$ cat src/rtl/xbar_wt_loader.sv
// Crossbar weight-memory loader: stages a streamed weight image
// and commits it to the weight memory with a single prog_wt pulse.
module xbar_wt_loader #(
  parameter int XBAR_SIZE = 4,
  parameter int WT_BITS   = 8,
  parameter int LANES     = 4
) (
  input  logic                       clk,
  input  logic                       reset,
  input  logic                       ld_start,
  input  logic                       ld_abort,
  input  logic                       in_valid,
  output logic                       in_ready,
  input  logic [LANES*WT_BITS-1:0]   in_data,
  output logic                       ld_busy,
  output logic                       ld_done,
  output logic                       prog_wt,
  output logic [XBAR_SIZE*XBAR_SIZE-1:0][WT_BITS-1:0] wr_weight
);

  localparam int NW    = XBAR_SIZE * XBAR_SIZE;
  localparam int BEATS = NW / LANES;
  localparam int CW    = (BEATS > 1) ? $clog2(BEATS) : 1;
  localparam logic [CW-1:0] LAST = CW'(BEATS - 1);

  generate
    if ((NW % LANES) != 0) begin : g_bad_lanes
      $error("image size must be a multiple of LANES");
    end
  endgenerate

  typedef enum logic [1:0] {
    IDLE,
    FILL,
    COMMIT
  } state_t;

  state_t state, state_nx;
  logic [CW-1:0] cnt;
  logic          take;
  logic          done_q;
  logic [NW-1:0][WT_BITS-1:0] staging;

  always_comb begin
    state_nx = state;
    in_ready = 1'b0;
    prog_wt  = 1'b0;
    unique case (state)
      IDLE: begin
        if (ld_start) state_nx = FILL;
      end
      FILL: begin
        in_ready = 1'b1;
        if (ld_abort)
          state_nx = IDLE;
        else if (in_valid && cnt == LAST)
          state_nx = COMMIT;
      end
      COMMIT: begin
        prog_wt  = 1'b1;
        state_nx = IDLE;
      end
      default: state_nx = IDLE;
    endcase
  end

  // An abort wins over a beat presented in the same cycle.
  assign take      = in_valid & in_ready & ~ld_abort;
  assign ld_busy   = (state != IDLE);
  assign ld_done   = done_q;
  assign wr_weight = staging;

  always_ff @(posedge clk or negedge reset) begin
    if (!reset) begin
      state  <= IDLE;
      cnt    <= '0;
      done_q <= 1'b0;
    end else begin
      state  <= state_nx;
      done_q <= (state == COMMIT);
      if (state != FILL || ld_abort)
        cnt <= '0;
      else if (take)
        cnt <= cnt + 1'b1;
    end
  end

  always_ff @(posedge clk or negedge reset) begin
    if (!reset) begin
      staging <= '0;
    end else if (take) begin
      for (int j = 0; j < NW; j++) begin
        if (cnt == CW'(j / LANES))
          staging[j] <= in_data[(j % LANES)*WT_BITS +: WT_BITS];
      end
    end
  end

endmodule

$ cat config.mk
export PLATFORM = sky130hd
export DESIGN_NAME = xbar_wt_loader
export DESIGN_NICKNAME = d
export VERILOG_FILES = /design/src/rtl/xbar_wt_loader.sv
export SDC_FILE = /design/constraint.sdc
export NUM_CORES = 1
export LEC_CHECK = 0
export BUFFER_PORTS_ARGS = -buffer_cell sky130_fd_sc_hd__buf_4
export CORE_MARGIN = 1
export CORE_UTILIZATION = 54
export DETAILED_ROUTE_END_ITERATION = 6
export PLACE_DENSITY_LB_ADDON = 0.1
export SLEW_MARGIN = 10
export SYNTH_ARGS = -nofsm -noshare
export SYNTH_HDL_FRONTEND = slang
export SYNTH_SLANG_ARGS = --single-unit
$ cat constraint.sdc
create_clock -name clk -period 2.8 [get_ports clk]
set_input_delay 0.14 -clock clk [delete_from_list [all_inputs] [get_ports clk]]
set_output_delay 0.14 -clock clk [all_outputs]
set_load 0.01 [all_outputs]
==> flow_metrics.tcl, run 1 <==
set metrics [dict create \
    antenna_found_initial 0 \
    clkTransAtPathRegs_ps 60 \
    drt_pass1_iterations 4 \
    critPathArrivalTime_ps 2120 \
    drt_iter0_markers 93 \
    cts_buffers 17 \
    fp.dieArea_sq_mm 0.009889 \
    rsz0062_at_grt "false" \
    rows 35 \
    period_needed_ps 1734 \
    dp_slack_ps 1123 \
    drive_gt1_frac 0.6367 \
    viasPerCell 5.025 \
    post-place-cells 583 \
    holdCritPathClass "input pin to async pin" \
    tns_ps 0 \
    hold_ws_ps 183.4 \
    fin_ws_ps 1066 \
    gp_congestion 0.7201 \
    critPathMaxStageDelay_ps 570 \
    clk_path_buf_depth 2 \
    finalMaxSlewViolations 0 \
    finalHoldViolCount 0 \
    power_mw 5.964 \
    grtUsageTotal 0.2512 \
    power.leakage_nw 3.935 \
    fin_skew_ps 9.317 \
    setup_violations 0 \
    area_growth_syn_to_layout_pct 45.46 \
    syn-num-nets 337 \
    die_y_um 99.45 \
    grt_max_degree 63 \
    start_util 0.5549 \
    cpLargestDelayFamily "buffers and inverters" \
    worst-path-stages 5 \
    gr-usage-met3 0.07800 \
    fin_cells 652 \
    startpoint "cnt[0]" \
    crit_chain "inv_1 > ha_1 > mux2i_1 > nor3_1 > dlygate4sd3_1" \
    relSlewSlack 0.6008 \
    yosysWarningCount 0 \
    critPathKind "flop to flop" \
    grt_pass1_vias 3587 \
    grt_pass1_wl_um 18690 \
    stdcell_area_sq_mm 0.007458 \
    critPathRequiredTime_ps 3190 \
    antenna_cells 0 \
    finalCritPeriodShare 0.6193 \
    fin_util 0.8072 \
    syn_area_sq_mm 0.005127 \
    synthCells 296 \
    post_drt_wl_per_cell_um 17.63 \
    r2r-end "cnt[1]" \
    busiest_layer "met2" \
    cts.sink_count 133 \
    worstReg2RegStart "cnt[0]" \
    insertion_delay_ps 510 \
    cts_resized 0 \
    ir_drop_mv 0.5793 \
    drv_cap 0 \
    synth-seq-area-share 0.6491 \
    endpoint_kind "flop" \
    vias 3276 \
    cts-htree-levels 4 \
    cts_tree "built" \
    hpwl_um 7143 \
    startpoint_type "flop" \
    fmax_mhz 576.7 \
    layout.nets 551 \
    yosys.cell_types.count 18 \
    status "complete, no violations" \
    io_pins 169 \
    worst_slew_pin_slew_ps 598.8 \
    crit_buf_inv 2 \
    placed_cell_area_sq_mm 0.006432 \
    ff2ff_setup_slack_ps 1070 \
    die_w_um 99.45 \
    met1_usage 0.3058 \
    port-buffer-count 168 \
    crit_path_end "cnt[1]" \
    cts_root_buf "clkbuf_8" \
    syn_avg_cell_area_sq_um 17.32 \
    ant_nets 0 \
    slowest_stage "dlygate4sd3_1" \
    grt_use_met2 0.4231 \
    drt-total-wl_um 11500 \
    reg2regPathDepth 5 \
    core_area_sq_mm 0.009240 \
    path_max_fanout 4 \
    grt-ovfl-total 0 \
    drc 0 \
    power.density_mw_per_mm2 799.6 \
    yosys_register_bits 133 \
]
==> cell usage after synthesis <==
master | instances | area (sq um)
mux2_2 | 121 | 1363
clkbuf_8 | 4 | 55.05
dfrtp_1 | 133 | 3328
xnor2_1 | 1 | 8.760
nand2_4 | 4 | 45.04
mux2_1 | 2 | 22.52
or2_2 | 1 | 6.260
mux2_4 | 5 | 75.07
a21oi_1 | 1 | 5.000
inv_1 | 4 | 15.01
and4bb_4 | 1 | 16.27
mux2i_1 | 2 | 20.02
or2b_1 | 1 | 7.510
nor3_1 | 2 | 10.01
nor2_1 | 1 | 3.750
ha_1 | 4 | 50.05
buf_6 | 8 | 90.09
nor2b_1 | 1 | 6.260
==> state kept, by name, summed over array words and instances, names as in the netlist <==
signal,count
wr_weight,128
state,2
cnt,2
ld_done,1
==> logic make-up after synthesis <==
family                   after synthesis  share of synthesized area
flip-flops                           133                     0.6491
multiplexers                         130                     0.2887
buffers and inverters                 16                    0.03123
AO/OA/AOI/OAI                          1                  0.0009751
XOR/XNOR                               1                   0.001708
AND/OR/NAND/NOR                       11                    0.01855
adder cells (fa/ha/maj)                4                   0.009761
==> routing by layer <==
metal / share of wire / routed length (um) / up-vias
met2: 0.52 / 5966 / 118
li1: - / - / 1467
met3: 0.055 / 632 / 18
met4: 0.017 / 201 / 0
met5: 0 / 0 / -
met1: 0.41 / 4697 / 1673
==> where the power goes <==
| part | switching [mW] | internal, mW |
|---|---|---|
| clock | 0.799 | 1.61 |
| sequential | 0.173 | 2.23 |
| combinational | 0.468 | 0.681 |
==> layout make-up <==
type	instances	area [sq um]
Clock buffer	21	459.2
Clock inverter	11	196.4
Timing Repair Buffer	207	1659
Fill cell	526	1782
Sequential cell	133	3328
Tap cell	129	161.4
Inverter	4	15.01
Multi-Input combinational cell	147	1639
==> worst register-to-register path, stage by stage (launching register included) <==
cell and delay [ps]:
dfrtp_1 420, inv_1 80, ha_1 300, mux2i_1 170, nor3_1 70, dlygate4sd3_1 570
==> layout by cell type (no fill, tap or decap), types with 2 or more instances in the layout <==
| master | Yosys | layout |
|---|---|---|
| nor3_1 | 2 | 2 |
| nand2_4 | 4 | 4 |
| dfrtp_1 | 133 | 133 |
| inv_1 | 4 | 4 |
| clkinvlp_4 | 0 | 2 |
| dlygate4sd3_1 | 0 | 37 |
| mux2i_1 | 2 | 2 |
| ha_1 | 4 | 4 |
| buf_4 | 0 | 169 |
| clkbuf_16 | 0 | 16 |
| clkinv_4 | 0 | 2 |
| clkbuf_8 | 4 | 4 |
| mux2_1 | 2 | 2 |
| mux2_4 | 5 | 5 |
| bufinv_16 | 0 | 5 |
| mux2_2 | 121 | 121 |
==> worst min-delay path by stage <==
stage	start	end	slack [ps]	cells past startpoint
floorplan	reset	cnt[0]	-160	0
global placement	reset	wr_weight[59]	170	1
detailed placement	reset	wr_weight[59]	180	1
CTS	reset	wr_weight[59]	180	2
global route	reset	wr_weight[29]	230	2
finish	reset	wr_weight[59]	180	2
==> timing repair <==
| action | in CTS | in global routing |
|---|---|---|
| endpoints found under the hold margin | 176 | 0 |
| hold buffers | 37 | 0 |
| setup buffers | 0 | 0 |
No activity file was read; power rests on OpenSTA's default activity.
==> run 2, diff against run 1 <==
Settings changed: CORE_UTILIZATION 54 to 50.
Clock period 2.8 ns to 1.6 ns, I/O delays scaled along.
==> flow_metrics.tcl, run 2 (synthesized netlist as in run 1, its figures left out) <==
set metrics [dict create \
    drv_cap 0 \
    cts_root_buf "clkbuf_8" \
    slowest_stage "dfrtp_1" \
    reg2regPathDepth 4 \
    power.density_mw_per_mm2 1320 \
    hold_ws_ps 190.1 \
    register_area_sq_mm 0.003328 \
    post-place-cells 595 \
    grt-ovfl-total 0 \
    worst_slew_pin_slew_ps 715.8 \
    ir_drop_mv 0.9258 \
    fmax_mhz 650.1 \
    relSlewSlack 0.5228 \
    drive_gt1_frac 0.6453 \
    grt_pass1_wl_um 17430 \
    fin_skew_ps 8.696 \
    drc 0 \
    grtUsageTotal 0.2230 \
    fillers 634 \
    die_y_um 103.3 \
    rows 36 \
    drt_iter0_markers 63 \
    critPathMaxStageDelay_ps 390 \
    final_common_cell "buf_4" \
    status "complete, no violations" \
    layout.nets 558 \
    cts-htree-levels 4 \
    finalMaxSlewViolations 0 \
    largest_reg_flops 128 \
    endpoint_kind "output pin" \
    antenna_cells 0 \
    vias 3290 \
    core_area_sq_mm 0.009864 \
    fin_cells 663 \
    insertion_delay_ps 510 \
    path_max_fanout 4 \
    cts_buffers 17 \
    clk_path_buf_depth 2 \
    port-buffer-count 168 \
    critPathArrivalTime_ps 1460 \
    drt_pass1_iterations 4 \
    stdcell_area_sq_mm 0.007503 \
    fp.dieArea_sq_mm 0.01066 \
    placed_cell_area_sq_mm 0.006560 \
    hpwl_um 7486 \
    power.leakage_nw 3.949 \
    io_pins 169 \
    multi_input_area_sq_mm 0.001639 \
    gp_congestion 0.7204 \
    period_needed_ps 1538 \
    critPathRequiredTime_ps 1520 \
    start_util 0.5198 \
    ant_nets 0 \
    grt_max_degree 134 \
    setup_violations 0 \
    startpoint_type "flop" \
    cts_tree "built" \
    die_w_um 103.3 \
    grt_pass1_vias 3450 \
    fin_util 0.7607 \
    dp_slack_ps 44.68 \
    fin_ws_ps 61.87 \
    cts.sink_count 133 \
    post_drt_wl_per_cell_um 17.25 \
    holdCritPathClass "input pin to async pin" \
    rsz0062_at_grt "false" \
    finalCritPeriodShare 0.9613 \
    power_mw 9.901 \
    viasPerCell 4.962 \
    antenna_found_initial 0 \
    tns_ps 0 \
    crit_chain "buf_6 > or2_2 > buf_4" \
    finalHoldViolCount 0 \
    area_growth_syn_to_layout_pct 46.34 \
    drt-total-wl_um 11440 \
    critPathKind "flop to output pin" \
    layout_common_cells "170 x buf_4, 133 x dfrtp_1, 121 x mux2_2" \
    clkTransAtPathRegs_ps 60 \
]
[run 2: worst paths after layout]
path	slack, ps	end	startpoint
setup / recovery	60	ld_busy	state[0]
hold / removal	190	wr_weight[62]	reset
setup reg to reg	70	wr_weight[3]	state[1]
hold reg to reg	500	wr_weight[79]	wr_weight[79]
max in group asynchronous	850	wr_weight[75]	reset
min in group clk	310	cnt[1]	ld_abort
[run 2: per-layer routing]
layer / global-route usage / vias to the layer above / wire, um
li1: - / 1486 / -
met1: 0.2664 / 1677 / 4692
met2: 0.3749 / 113 / 5777
met3: 0.07258 / 14 / 757
met4: 0.09101 / 0 / 208
met5: 0 / - / 0
[run 2: critical path: cells and delay by family (launching register included)]
family / cells / cell delay (ps)
DFF: 1 / 390
and+or+nand+nor: 1 / 290
buffers and inverters: 2 / 280
[run 2: timing repair]
action / CTS / global route
setup endpoints to repair: 0 / 16
buffers inserted: 0 / 0
hold buffers: 36 / 0
gates resized for setup: 0 / 2
hold endpoints to repair: 264 / 0
[run 2: area by class of cell]
| type | count | area share |
|---|---|---|
| multi-input combinational | 147 | 0.2184 |
| clock buffer | 20 | 0.06070 |
| tap | 133 | 0.02218 |
| clock inverter | 12 | 0.01601 |
| timing repair buffer | 214 | 0.2371 |
| inverter | 4 | 0.002001 |
| sequential | 133 | 0.4436 |
[run 2: report_power, final]
part / leakage, nW / total (mW) / switching (mW) / internal [mW]
Combinational: 1.94 / 2.02 / 0.814 / 1.20
Clock: 0.267 / 3.68 / 1.47 / 2.20
Sequential: 1.74 / 4.21 / 0.302 / 3.90
Total: 3.95 / 9.90 / 2.59 / 7.31
==> run 3, diff against run 2 <==
Settings changed: CORE_UTILIZATION 50 to 52, CTS_BUF_LIST set to sky130_fd_sc_hd__clkbuf_2, REMOVE_ABC_BUFFERS set to 1.
==> flow_metrics.tcl, run 3 (synthesized netlist as in run 1, its figures left out) <==
set metrics [dict create \
    status "finished with violations" \
    violations "negative setup slack" \
    rsz0062_at_grt "true" \
    viasPerCell 5.096 \
    busiest_layer "met2" \
    fillers 532 \
    register_area_sq_mm 0.003328 \
    placed_cell_area_sq_mm 0.006558 \
    power.leakage_nw 4.079 \
    share_seq_of_total_power 0.474 \
    period_needed_ps 1736 \
    multi_input_area_sq_mm 0.001698 \
    drt_pass1_iterations 4 \
    area_growth_syn_to_layout_pct 51.07 \
    ir_drop_mv 0.6751 \
    clkTransAtPathRegs_ps 210 \
    clk_path_buf_depth 2 \
    drt_iter0_markers 112 \
    startpoint "state[1]" \
    gp_congestion 0.7335 \
    path_max_fanout 6 \
    grt_pass1_wl_um 18440 \
    vias 3501 \
    grtUsageTotal 0.2443 \
    p_sw_frac 0.2804 \
    fin_ws_ps -136.3 \
    layout.nets 586 \
    drv_cap 0 \
    core_area_sq_mm 0.009415 \
    relSlewSlack 0.5379 \
    power.internal_mw 6.390 \
    antenna_found_initial 0 \
    met1_usage 0.2808 \
    p_clk_frac 0.283 \
    cts_tree "built" \
    layout_common_cells "175 x buf_4, 133 x dfrtp_1, 121 x mux2_2" \
    port-buffer-count 168 \
    power.density_mw_per_mm2 1146 \
    pwr-share-comb 0.243 \
    grt_use_met2 0.4265 \
    grt_max_degree 134 \
    fp.dieArea_sq_mm 0.01026 \
    finalMaxSlewViolations 0 \
    rows 35 \
    stdcell_area_sq_mm 0.007746 \
    grt-ovfl-total 0 \
    fin_skew_ps 28.38 \
    finalHoldViolCount 0 \
    worst_slew_pin_slew_ps 693.1 \
    worstReg2RegStart "state[1]" \
    hpwl_um 7483 \
    cts.sink_count 133 \
    final_common_cell "buf_4" \
    fmax_mhz 575.9 \
    tns_ps -11370 \
    critPathArrivalTime_ps 2280 \
    die_w_um 101.3 \
    cts_root_buf "clkbuf_2" \
    setup_violations 129 \
    grt_pass1_vias 3567 \
    cts_buffers 17 \
    critPathRequiredTime_ps 2150 \
    endpoint_kind "flop" \
    drive_gt1_frac 0.6685 \
    start_util 0.5446 \
    insertion_delay_ps 640 \
    drt-total-wl_um 13530 \
    critPathKind "flop to flop" \
    antenna_cells 0 \
    p_switching_mw 2.490 \
    largest_reg_flops 128 \
    ant_nets 0 \
    holdCritPathClass "input pin to async pin" \
    die_y_um 101.3 \
    io_pins 169 \
    drc 0 \
    startpoint_type "flop" \
    hold_ws_ps 61.59 \
    post_drt_wl_per_cell_um 19.70 \
    cts-htree-levels 4 \
    finalCritPeriodShare 1.085 \
    gr-usage-met3 0.07660 \
]
run 3: worst paths after layout:
check                                      end  slack, ps  depth (start not counted)
worst max-delay path             wr_weight[31]       -140                          6
worst min-delay path             wr_weight[76]         60                          3
worst max register to register   wr_weight[31]       -140                          6
worst min register to register   wr_weight[93]        530                          1
max in group asynchronous       wr_weight[124]       1010                          3
min in group clk                        cnt[0]        200                          3
run 3: final cells by class:
type,count,share of cell area
Clock buffer,19,0.01228
Sequential cell,133,0.4297
Clock inverter,13,0.02811
Timing Repair Buffer,241,0.2880
Tap cell,129,0.02084
Multi-Input combinational cell,148,0.2192
Inverter,4,0.001938
run 3: repair_timing:
action	in CTS	in global routing
hold buffers	36	0
endpoints found under the setup margin	3	122
gates cloned	0	15
pin swaps	3	1
setup buffers	4	7
resized for setup	9	16
hold endpoints to repair	264	0
run 3: worst max-delay path: stages, from the launching register on:
cell and delay (ps):
dfrtp_1 450, buf_4 140, and4bb_4 340, buf_12 140
nand2_8 90, clkbuf_16 190, mux2_4 290
run 3: metal layers:
layer / routed length [um] / vias to the layer above
li1: - / 1550
met4: 160 / 0
met5: 0 / -
met3: 793 / 17
met1: 5411 / 1812
met2: 7166 / 122
run 3: power groups by stage:
stage	sequential (mW)	clock, mW	combinational, mW
finish	4.21	2.52	2.16
global route	4.27	2.71	2.30
CTS	4.19	2.54	2.07
detailed placement	4.26	0	1.97
global placement	4.24	0	1.92
floorplan	4.47	0	0.542
run 3: through the flow:
stage / std cells / utilization / setup WS (ps) / power, mW
after detailed placement: 593 / 0.6965 / 82.04 / 6.224
after global placement: 593 / 0.6965 / 122.8 / 6.152
final: 687 / 0.8227 / -136.3 / 8.879
after floorplan: 284 / - / 108.3 / 5.012
after global routing: 687 / 0.8227 / -217.4 / 9.274
after CTS: 665 / 0.7746 / -110.2 / 8.802
